===== config.mk =====
export PLATFORM = sky130hd
export DESIGN_NAME = bus_xfer_ctrl
export DESIGN_NICKNAME = d
export VERILOG_FILES = /design/src/rtl/bus_ctrl_pkg.sv /design/src/rtl/bus_xfer_ctrl_arb.sv /design/src/rtl/bus_xfer_ctrl.sv
export SDC_FILE = /design/constraint.sdc
export NUM_CORES = 1
export LEC_CHECK = 0
export CAP_MARGIN = 5
export CORE_ASPECT_RATIO = 0.6
export CORE_MARGIN = 1.5
export CORE_UTILIZATION = 45
export CTS_CLUSTER_SIZE = 20
export DETAILED_ROUTE_END_ITERATION = 16
export PLACE_DENSITY = 0.77
export SLEW_MARGIN = 20
export SYNTH_ARGS = -nofsm -noshare
export SYNTH_HDL_FRONTEND = slang
export SYNTH_SLANG_ARGS = --single-unit

===== constraint.sdc =====
create_clock -name clk -period 2.2 [get_ports clk]
set_input_delay 0.44 -clock clk [delete_from_list [all_inputs] [get_ports clk]]
set_output_delay 0.44 -clock clk [all_outputs]
set_load 0.02 [all_outputs]

===== src/rtl/bus_ctrl_pkg.sv =====
// bus_ctrl_pkg: shared FSM state type and index helpers for bus_xfer_ctrl.
//   state_t    : IDLE/DRIVE/LOAD/TURN transfer sequencer states
//   idx_w()    : index width for n items (never below 1)
//   onehot_bit(): bit i of the one-hot decode of idx
package bus_ctrl_pkg;
  typedef enum logic [1:0] {IDLE, DRIVE, LOAD, TURN} state_t;
  function automatic int idx_w(input int n);
    return (n > 1) ? $clog2(n) : 1;
  endfunction
  function automatic logic onehot_bit(input int idx, input int i);
    return idx == i;
  endfunction
endpackage


===== src/rtl/bus_xfer_ctrl_arb.sv =====
// rr_arbiter: combinational round-robin pick among NUM_REQ requesters.
//   req   in  NUM_REQ  level requests
//   ptr   in  PW       requester that has highest priority this cycle
//   win   out NUM_REQ  one-hot winner (zero when no request)
//   valid out 1        some requester won
module rr_arbiter import bus_ctrl_pkg::*; #(
  parameter int NUM_REQ = 2,
  localparam int PW = idx_w(NUM_REQ)
) (
  input  logic [NUM_REQ-1:0] req,
  input  logic [PW-1:0]      ptr,
  output logic [NUM_REQ-1:0] win,
  output logic               valid
);
  always_comb begin
    win = '0;
    valid = 1'b0;
    for (int i = 0; i < NUM_REQ; i++)
      for (int j = 0; j < NUM_REQ; j++)
        if (!valid && req[j] && j == (int'(ptr) + i) % NUM_REQ) begin
          win[j] = 1'b1;
          valid = 1'b1;
        end
  end
endmodule


===== src/rtl/bus_xfer_ctrl.sv =====
// bus_xfer_ctrl: sequences register-to-register moves over a shared tri-state bus.
//   clk, reset (async, active-high)
//   req/src_idx/dst_idx in : per-requester level request and packed indices
//   grant   out : one-hot pulse, request accepted and indices latched
//   out_en  out : one-hot/zero bus register output enables
//   load    out : one-hot/zero bus register load strobes
//   done    out : pulse in the cycle after the destination captured
//   fault   out : only with XFER_FAULT_EN; pulses instead of done for src==dst or
//                 out-of-range index, and such a transfer drives/loads nothing
//   busy    out : sequencer not idle
module bus_xfer_ctrl import bus_ctrl_pkg::*; #(
  parameter int NUM_REGS = 8,
  parameter int NUM_REQ = 2,
  localparam int IDX_W = idx_w(NUM_REGS),
  localparam int PW = idx_w(NUM_REQ)
) (
  input  logic                     clk,
  input  logic                     reset,
  input  logic [NUM_REQ-1:0]       req,
  input  logic [NUM_REQ*IDX_W-1:0] src_idx,
  input  logic [NUM_REQ*IDX_W-1:0] dst_idx,
  output logic [NUM_REQ-1:0]       grant,
  output logic [NUM_REGS-1:0]      out_en,
  output logic [NUM_REGS-1:0]      load,
  output logic                     done,
`ifdef XFER_FAULT_EN
  output logic                     fault,
`endif
  output logic                     busy
);
  state_t state_q, state_d;
  logic [IDX_W-1:0] src_q, src_d, dst_q, dst_d, win_src, win_dst;
  logic [PW-1:0] ptr_q, ptr_d, win_ptr;
  logic [NUM_REQ-1:0] win, grant_q, grant_d;
  logic [NUM_REGS-1:0] out_en_q, out_en_d, load_q, load_d, src_oh, dst_oh;
  logic win_v, arb, bad, done_q, done_d, busy_q, busy_d, fault_q, fault_d;
  rr_arbiter #(.NUM_REQ(NUM_REQ)) u_arb (.req(req), .ptr(ptr_q), .win(win), .valid(win_v));
  always_comb begin
    win_src = '0;
    win_dst = '0;
    win_ptr = '0;
    for (int r = 0; r < NUM_REQ; r++)
      if (win[r]) begin
        win_src = src_idx[r*IDX_W +: IDX_W];
        win_dst = dst_idx[r*IDX_W +: IDX_W];
        win_ptr = PW'((r + 1) % NUM_REQ);
      end
  end
  // Outputs are computed from the next state so every strobe comes straight off a flop.
  always_comb begin
    arb = (state_q == IDLE || state_q == TURN) && win_v;
    state_d = arb ? DRIVE : state_q == DRIVE ? LOAD : state_q == LOAD ? TURN : IDLE;
    grant_d = arb ? win : '0;
    src_d = arb ? win_src : src_q;
    dst_d = arb ? win_dst : dst_q;
    ptr_d = arb ? win_ptr : ptr_q;
    for (int i = 0; i < NUM_REGS; i++) begin
      src_oh[i] = onehot_bit(int'(src_d), i);
      dst_oh[i] = onehot_bit(int'(dst_d), i);
    end
`ifdef XFER_FAULT_EN
    bad = src_d == dst_d || int'(src_d) >= NUM_REGS || int'(dst_d) >= NUM_REGS;
`else
    bad = 1'b0;
`endif
    out_en_d = (state_d == DRIVE || state_d == LOAD) && !bad ? src_oh : '0;
    load_d = state_d == LOAD && !bad ? dst_oh : '0;
    done_d = state_d == TURN && !bad;
    fault_d = state_d == TURN && bad;
    busy_d = state_d != IDLE;
  end
  always_ff @(posedge clk or posedge reset)
    if (reset) begin
      state_q <= IDLE;
      src_q <= '0;
      dst_q <= '0;
      ptr_q <= '0;
      grant_q <= '0;
      out_en_q <= '0;
      load_q <= '0;
      done_q <= 1'b0;
      fault_q <= 1'b0;
      busy_q <= 1'b0;
    end else begin
      state_q <= state_d;
      src_q <= src_d;
      dst_q <= dst_d;
      ptr_q <= ptr_d;
      grant_q <= grant_d;
      out_en_q <= out_en_d;
      load_q <= load_d;
      done_q <= done_d;
      fault_q <= fault_d;
      busy_q <= busy_d;
    end
  assign grant = grant_q;
  assign out_en = out_en_q;
  assign load = load_q;
  assign done = done_q;
  assign busy = busy_q;
`ifdef XFER_FAULT_EN
  assign fault = fault_q;
`else
  logic unused_fault;
  assign unused_fault = fault_q;
`endif
endmodule


==> summary.txt, run 1 <==
CTS
  • Hold_buf cts: 0
  • Root Driver: clkbuf_8
  • Clock sink total: 29
  • CTS tree: done
  • Htree depth: 2
  • Num CTS Buffers: 5
  • Post_cts resized: 0
  • Clock-pin slew on the worst setup and hold paths: 0.06 ns
  • Buffer count from post-CTS setup fixing: 0
  • CTS Buffer Depth: 2
  • Worst-Skew Late Latency: 0.28 ns

Status
  • Status: complete, no violations

Global routing
  • Largest net degree at the start of global routing: 30
  • Vias in the first global route: 857
  • Grt total ovfl: 0
  • Initial antenna violation count: 0
  • First-pass GRT wire length: 4260 um
  • Total track usage: 20.1%

Route
  • DRT iter0 DRCs: 69
  • Initial DRT Pass Iterations: 4
  • Routed vias: 890
  • Wire length per cell: 15.3 um
  • Routed Antenna Nets: 0
  • Drc violations: 0
  • Final wirelength: 2560 um
  • Vias per std cell: 5.30

Timing
  • RSZ-0062 raised after global routing: false
  • Slew HR: 64.8%
  • FMAX: 504 MHz
  • Final min period: 1.98 ns
  • Final Max Slew Viols: 0
  • Clock Skew: 0.00224 ns
  • Worst-Margin Slew: 0.526 ns
  • Final period util: 90.2%
  • Final setup fails: 0
  • Final Hold Viols: 0

Floorplan
  • Row cnt: 14
  • Die width: 69.1 um
  • Core Box Area: 2490 um^2
  • Die Y: 42.6 um
  • Starting density of the core: 47.4%
  • Io pins: 36
  • Die footprint: 2950 um^2

Setup path
  • Req. time, crit path: 2.37 ns
  • Slowest-stage cell, CP: ha_1
  • Largest stage delay on the critical path: 0.40 ns
  • CP Class: register to register
  • Cell Chain, Critical Path: inv_1 -> ha_1 -> nand2_1 -> o32ai_1 -> nor2_1 -> nor4b_1
  • Endpoint type of the worst setup path: register
  • Crit Path Max Fanout: 9
  • Critical Path AT: 2.15 ns
  • Crit start category: register

Yosys
  • Mapped Avg Cell Area: 13.4 um^2
  • Post-synthesis sequential area ratio: 61.6%
  • Yosys reg bits: 29
  • Mapped Cells: 88
  • Cell area after synthesis: 1180 um^2
  • Syn. warnings: 0
  • Main flop type after synthesis: dfrtp_1
  • Net Count, Synth: 107
  • EDFF count, synth: 0
  • Yosys cell types: 27
  • Ys async rst share: 100%

Final layout
  • Final nets: 154
  • Layout cell share with drive strength beyond 1: 19.1%
  • Diode count: 0
  • Area Growth Syn to Fin: 43.1%
  • Area of the multi-input gates: 412 um^2
  • Post-route core utilization: 67.8%
  • Most common cell after layout, fill and taps aside: clkdlybuf4s50_1
  • Design area: 1690 um^2
  • Most frequent cells in the layout: 35 x clkdlybuf4s50_1, 29 x dfrtp_1, 9 x inv_1
  • Fillers: 186
  • Sequential Area: 726 um^2

Placement
  • Dpl hpwl: 1930 um
  • Post-DP Area: 1610 um^2
  • # port buffers: 35
  • Routability cong.: 1.02

Run
  • Max cap viols: 0

Power and ir drop
  • Leakage power: 0.770 nW
  • Pwr Density: 1570 nW/um^2
  • Total chip power: 2.65 mW
  • VDD IR max: 0.718 mV

Worst hold path
  • Hold Path Class: primary input to async pin
-- path summary, 6_finish.rpt --
check | startpoint | endpoint | slack, ns | depth (start not counted)
max | state_q[0] | out_en[4] | 0.22 | 6
min | reset | busy | 0.54 | 3
max reg2reg | state_q[0] | out_en[4] | 0.22 | 6
min reg2reg | ptr_q | ptr_q | 0.55 | 1
max in group asynchronous | reset | load[4] | 1.40 | 3
min in group clk | ptr_q | ptr_q | 0.55 | 1
-- state kept, by name, summed over array words and instances (netlist names) --
register,cells
busy,1
done,1
dst_q,3
grant,2
load,8
out_en,8
ptr_q,1
src_q,3
state_q,2
-- through the flow --
| step | hold WS (ns) | setup slack [ns] | TNS, ns | instances |
|---|---|---|---|---|
| after detailed placement | 0.533 | -0.0203 | -0.0353 | 160 |
| after global routing | 0.574 | 0.0287 | 0 | 168 |
| after CTS | 0.539 | 0.260 | 0 | 168 |
| final | 0.535 | 0.215 | 0 | 168 |
| after global placement | 0.534 | 0.0423 | 0 | 160 |
| after floorplan | 0.496 | 0.459 | 0 | 88 |
-- synth_stat cells (3+ instances only) --
| master | n | area (um^2) |
|---|---|---|
| and4_2 | 4 | 40.0 |
| ha_1 | 3 | 37.5 |
| nand2_1 | 6 | 22.5 |
| nor2_1 | 4 | 15.0 |
| dfrtp_1 | 29 | 726 |
| inv_1 | 9 | 33.8 |
| and4b_1 | 3 | 30.0 |
| nor4_1 | 4 | 25.0 |
-- report_power, final --
group	switching [mW]	internal (mW)	total, mW
Sequential	0.0678	0.733	0.801
Combinational	0.808	0.635	1.44
Clock	0.182	0.224	0.406
-- kinds of logic (layout without fill, tap and decap cells) --
kind of cell	count (synthesis)	after routing	synth area share, %
simple gates	34	34	20.7
flops	29	29	61.6
compound gates	11	11	11.0
fa+ha+maj	3	3	3.19
buf+inv	11	59	3.50
-- layer usage --
layer / track usage [%] / up-vias / routed length, um
li1: - / 413 / -
met1: 27.9 / 427 / 1230
met2: 25.8 / 37 / 1100
met3: 8.65 / 13 / 139
met4: 12.2 / 0 / 90
met5: 0 / - / 0
-- final cells by class --
type / instances / area share (%)
Sequential cell: 29 / 43.0
Clock buffer: 8 / 4.75
Inverter: 11 / 2.45
Tap cell: 32 / 2.37
Timing Repair Buffer: 40 / 23.0
Multi-Input combinational cell: 48 / 24.4
-- critical path: cells and delay by family (launching register included) --
family                     cells  cell delay [ns]
and+or+nand+nor                3             0.75
adders and majority gates      1             0.40
DFF                            1             0.35
AOI/OAI and AO/OA              1             0.33
buffers and inverters          1             0.04
(Power assumes the default switching activity.)
==> run 2, diff against run 1 <==
- PLACE_DENSITY: 0.77 -> 0.74
==> summary.txt, run 2 (synthesized netlist as in run 1, its figures left out) <==
Global routing
  • Total track usage: 18.6% (was 20.1%)
  • Grt total ovfl: 0 (unchanged)
  • First-pass GRT wire length: 3950 um (was 4260 um)
  • Initial antenna violation count: 0 (unchanged)
  • Vias in the first global route: 815 (was 857)
  • Largest net degree at the start of global routing: 30 (unchanged)

Floorplan
  • Starting density of the core: 47.4% (unchanged)
  • Core Box Area: 2490 um^2 (unchanged)
  • Die footprint: 2950 um^2 (unchanged)
  • Row cnt: 14 (unchanged)
  • Die Y: 42.6 um (unchanged)
  • Die width: 69.1 um (unchanged)
  • Io pins: 36 (unchanged)

CTS
  • Root Driver: clkbuf_8 (unchanged)
  • Num CTS Buffers: 5 (unchanged)
  • Hold_buf cts: 0 (unchanged)
  • Worst-Skew Late Latency: 0.27 ns (was 0.28 ns)
  • CTS Buffer Depth: 2 (unchanged)
  • Clock sink total: 29 (unchanged)
  • Buffer count from post-CTS setup fixing: 0 (unchanged)
  • CTS tree: done (unchanged)
  • Post_cts resized: 0 (unchanged)
  • Htree depth: 2 (unchanged)
  • Clock-pin slew on the worst setup and hold paths: 0.06 ns (about the same)

Timing
  • Setup Total Neg Slack: 0 ns (unchanged)
  • Final min period: 2.05 ns (was 1.98 ns)
  • FMAX: 488 MHz (was 504 MHz)
  • Clock Skew: 0.00583 ns (was 0.00224 ns)
  • Final Hold Viols: 0 (unchanged)
  • Final Max Slew Viols: 0 (unchanged)
  • Slew HR: 61.7% (was 64.8%)
  • Setup ws final: 0.152 ns (was 0.215 ns)
  • Worst-Margin Slew: 0.572 ns (was 0.526 ns)
  • Final period util: 93.1% (was 90.2%)
  • Final setup fails: 0 (unchanged)
  • RSZ-0062 raised after global routing: false (unchanged)
  • Hold WS: 0.529 ns (was 0.535 ns)

Final layout
  • Fillers: 180 (was 186)
  • Post-route core utilization: 69.0% (was 67.8%)
  • Area Growth Syn to Fin: 45.5% (was 43.1%)
  • Most frequent cells in the layout: 35 x clkdlybuf4s50_1, 29 x dfrtp_1, 9 x inv_1 (unchanged)
  • Final instance count without filler cells: 169 (was 168)
  • Design area: 1720 um^2 (was 1690 um^2)
  • Layout cell share with drive strength beyond 1: 21.9% (was 19.1%)
  • Final nets: 155 (was 154)
  • Most common cell after layout, fill and taps aside: clkdlybuf4s50_1 (unchanged)
  • Diode count: 0 (unchanged)

Route
  • DRT iter0 DRCs: 40 (was 69)
  • Routed Antenna Nets: 0 (unchanged)
  • Routed vias: 841 (was 890)
  • Wire length per cell: 14.4 um (was 15.3 um)
  • Drc violations: 0 (unchanged)
  • Initial DRT Pass Iterations: 4 (unchanged)
  • Vias per std cell: 4.98 (was 5.30)
  • Final wirelength: 2430 um (was 2560 um)

Placement
  • Post-DP Area: 1610 um^2 (about the same)
  • Routability cong.: 0.949 (was 1.02)
  • # port buffers: 35 (unchanged)
  • DP Cell Count: 161 (was 160)
  • Dpl hpwl: 1860 um (was 1930 um)
  • Setup WS pre-CTS: -0.0133 ns (was -0.0203 ns)

Setup path
  • Cell Chain, Critical Path: inv_1 -> ha_1 -> o21a_1 -> o32ai_1 -> nor2_1 -> and4bb_2 (was inv_1 -> ha_1 -> nand2_1 -> o32ai_1 -> nor2_1 -> nor4b_1)
  • Req. time, crit path: 2.36 ns (was 2.37 ns)
  • Slowest-stage cell, CP: ha_1 (unchanged)
  • CP Class: register to register (unchanged)
  • Kind of cell adding the most delay to the critical path: simple AND/OR/NAND/NOR gates (unchanged)
  • CP Buf/Inv Count: 1 (unchanged)
  • Critical Path AT: 2.21 ns (was 2.15 ns)
  • Crit Path Max Fanout: 9 (unchanged)
  • Endpoint type of the worst setup path: register (unchanged)
  • Largest stage delay on the critical path: 0.45 ns (was 0.40 ns)
  • Crit start category: register (unchanged)

Run
  • Max cap viols: 0 (unchanged)

Power and ir drop
  • Pwr Density: 1560 nW/um^2 (was 1570 nW/um^2)
  • Leakage power: 0.790 nW (was 0.770 nW)
  • VDD IR max: 0.762 mV (was 0.718 mV)
  • Total chip power: 2.68 mW (was 2.65 mW)

Worst hold path
  • Hold Path Class: primary input to async pin (unchanged)

Status
  • Status: complete, no violations (unchanged)
[run 2: cell count changes in the layout (fill, tap and decap cells not counted)]
cell / delta
clkbuf_1: -3
clkbuf_8: +2
buf_4: +1
clkinv_2: +1
[run 2: layer usage]
layer / vias up / GRT usage [%] / wire, um
met5: - / 0 / 0
met4: 0 / 9.41 / 41
met3: 4 / 6.49 / 114
met2: 23 / 26.0 / 1070
met1: 395 / 25.8 / 1210
li1: 419 / - / -
[run 2: cell type report]
class | count | area (um^2) | share of cell area, %
sequential | 29 | 726 | 42.3
multi-input combinational | 48 | 412 | 24.0
timing repair buffer | 41 | 395 | 23.0
clock buffer | 7 | 96.3 | 5.62
inverter | 11 | 41.3 | 2.41
tap | 32 | 40.0 | 2.33
clock inverter | 1 | 5.00 | 0.292
[run 2: report_power, final]
part           switching, mW  internal, mW  total [mW]
clock                  0.187         0.282       0.469
combinational          0.788         0.619        1.41
sequential            0.0697         0.733       0.802
[run 2: final timing paths]
check	to	start	depth (start not counted)	slack, ns
worst max-delay path	out_en[0]	state_q[0]	6	0.15
max in group asynchronous	out_en[5]	reset	3	1.40
min in group clk	done	state_q[1]	1	0.55
worst min register to register	done	state_q[1]	1	0.55
worst max register to register	out_en[0]	state_q[0]	6	0.15
worst min-delay path	busy	reset	3	0.53
[run 2: worst reg2reg max path, delay by kind of cell (launching register included)]
family | cells | cell delay (ns)
and+or+nand+nor | 2 | 0.75
adders and majority gates | 1 | 0.45
DFF | 1 | 0.36
AOI/OAI and AO/OA | 2 | 0.32
buffers and inverters | 1 | 0.05
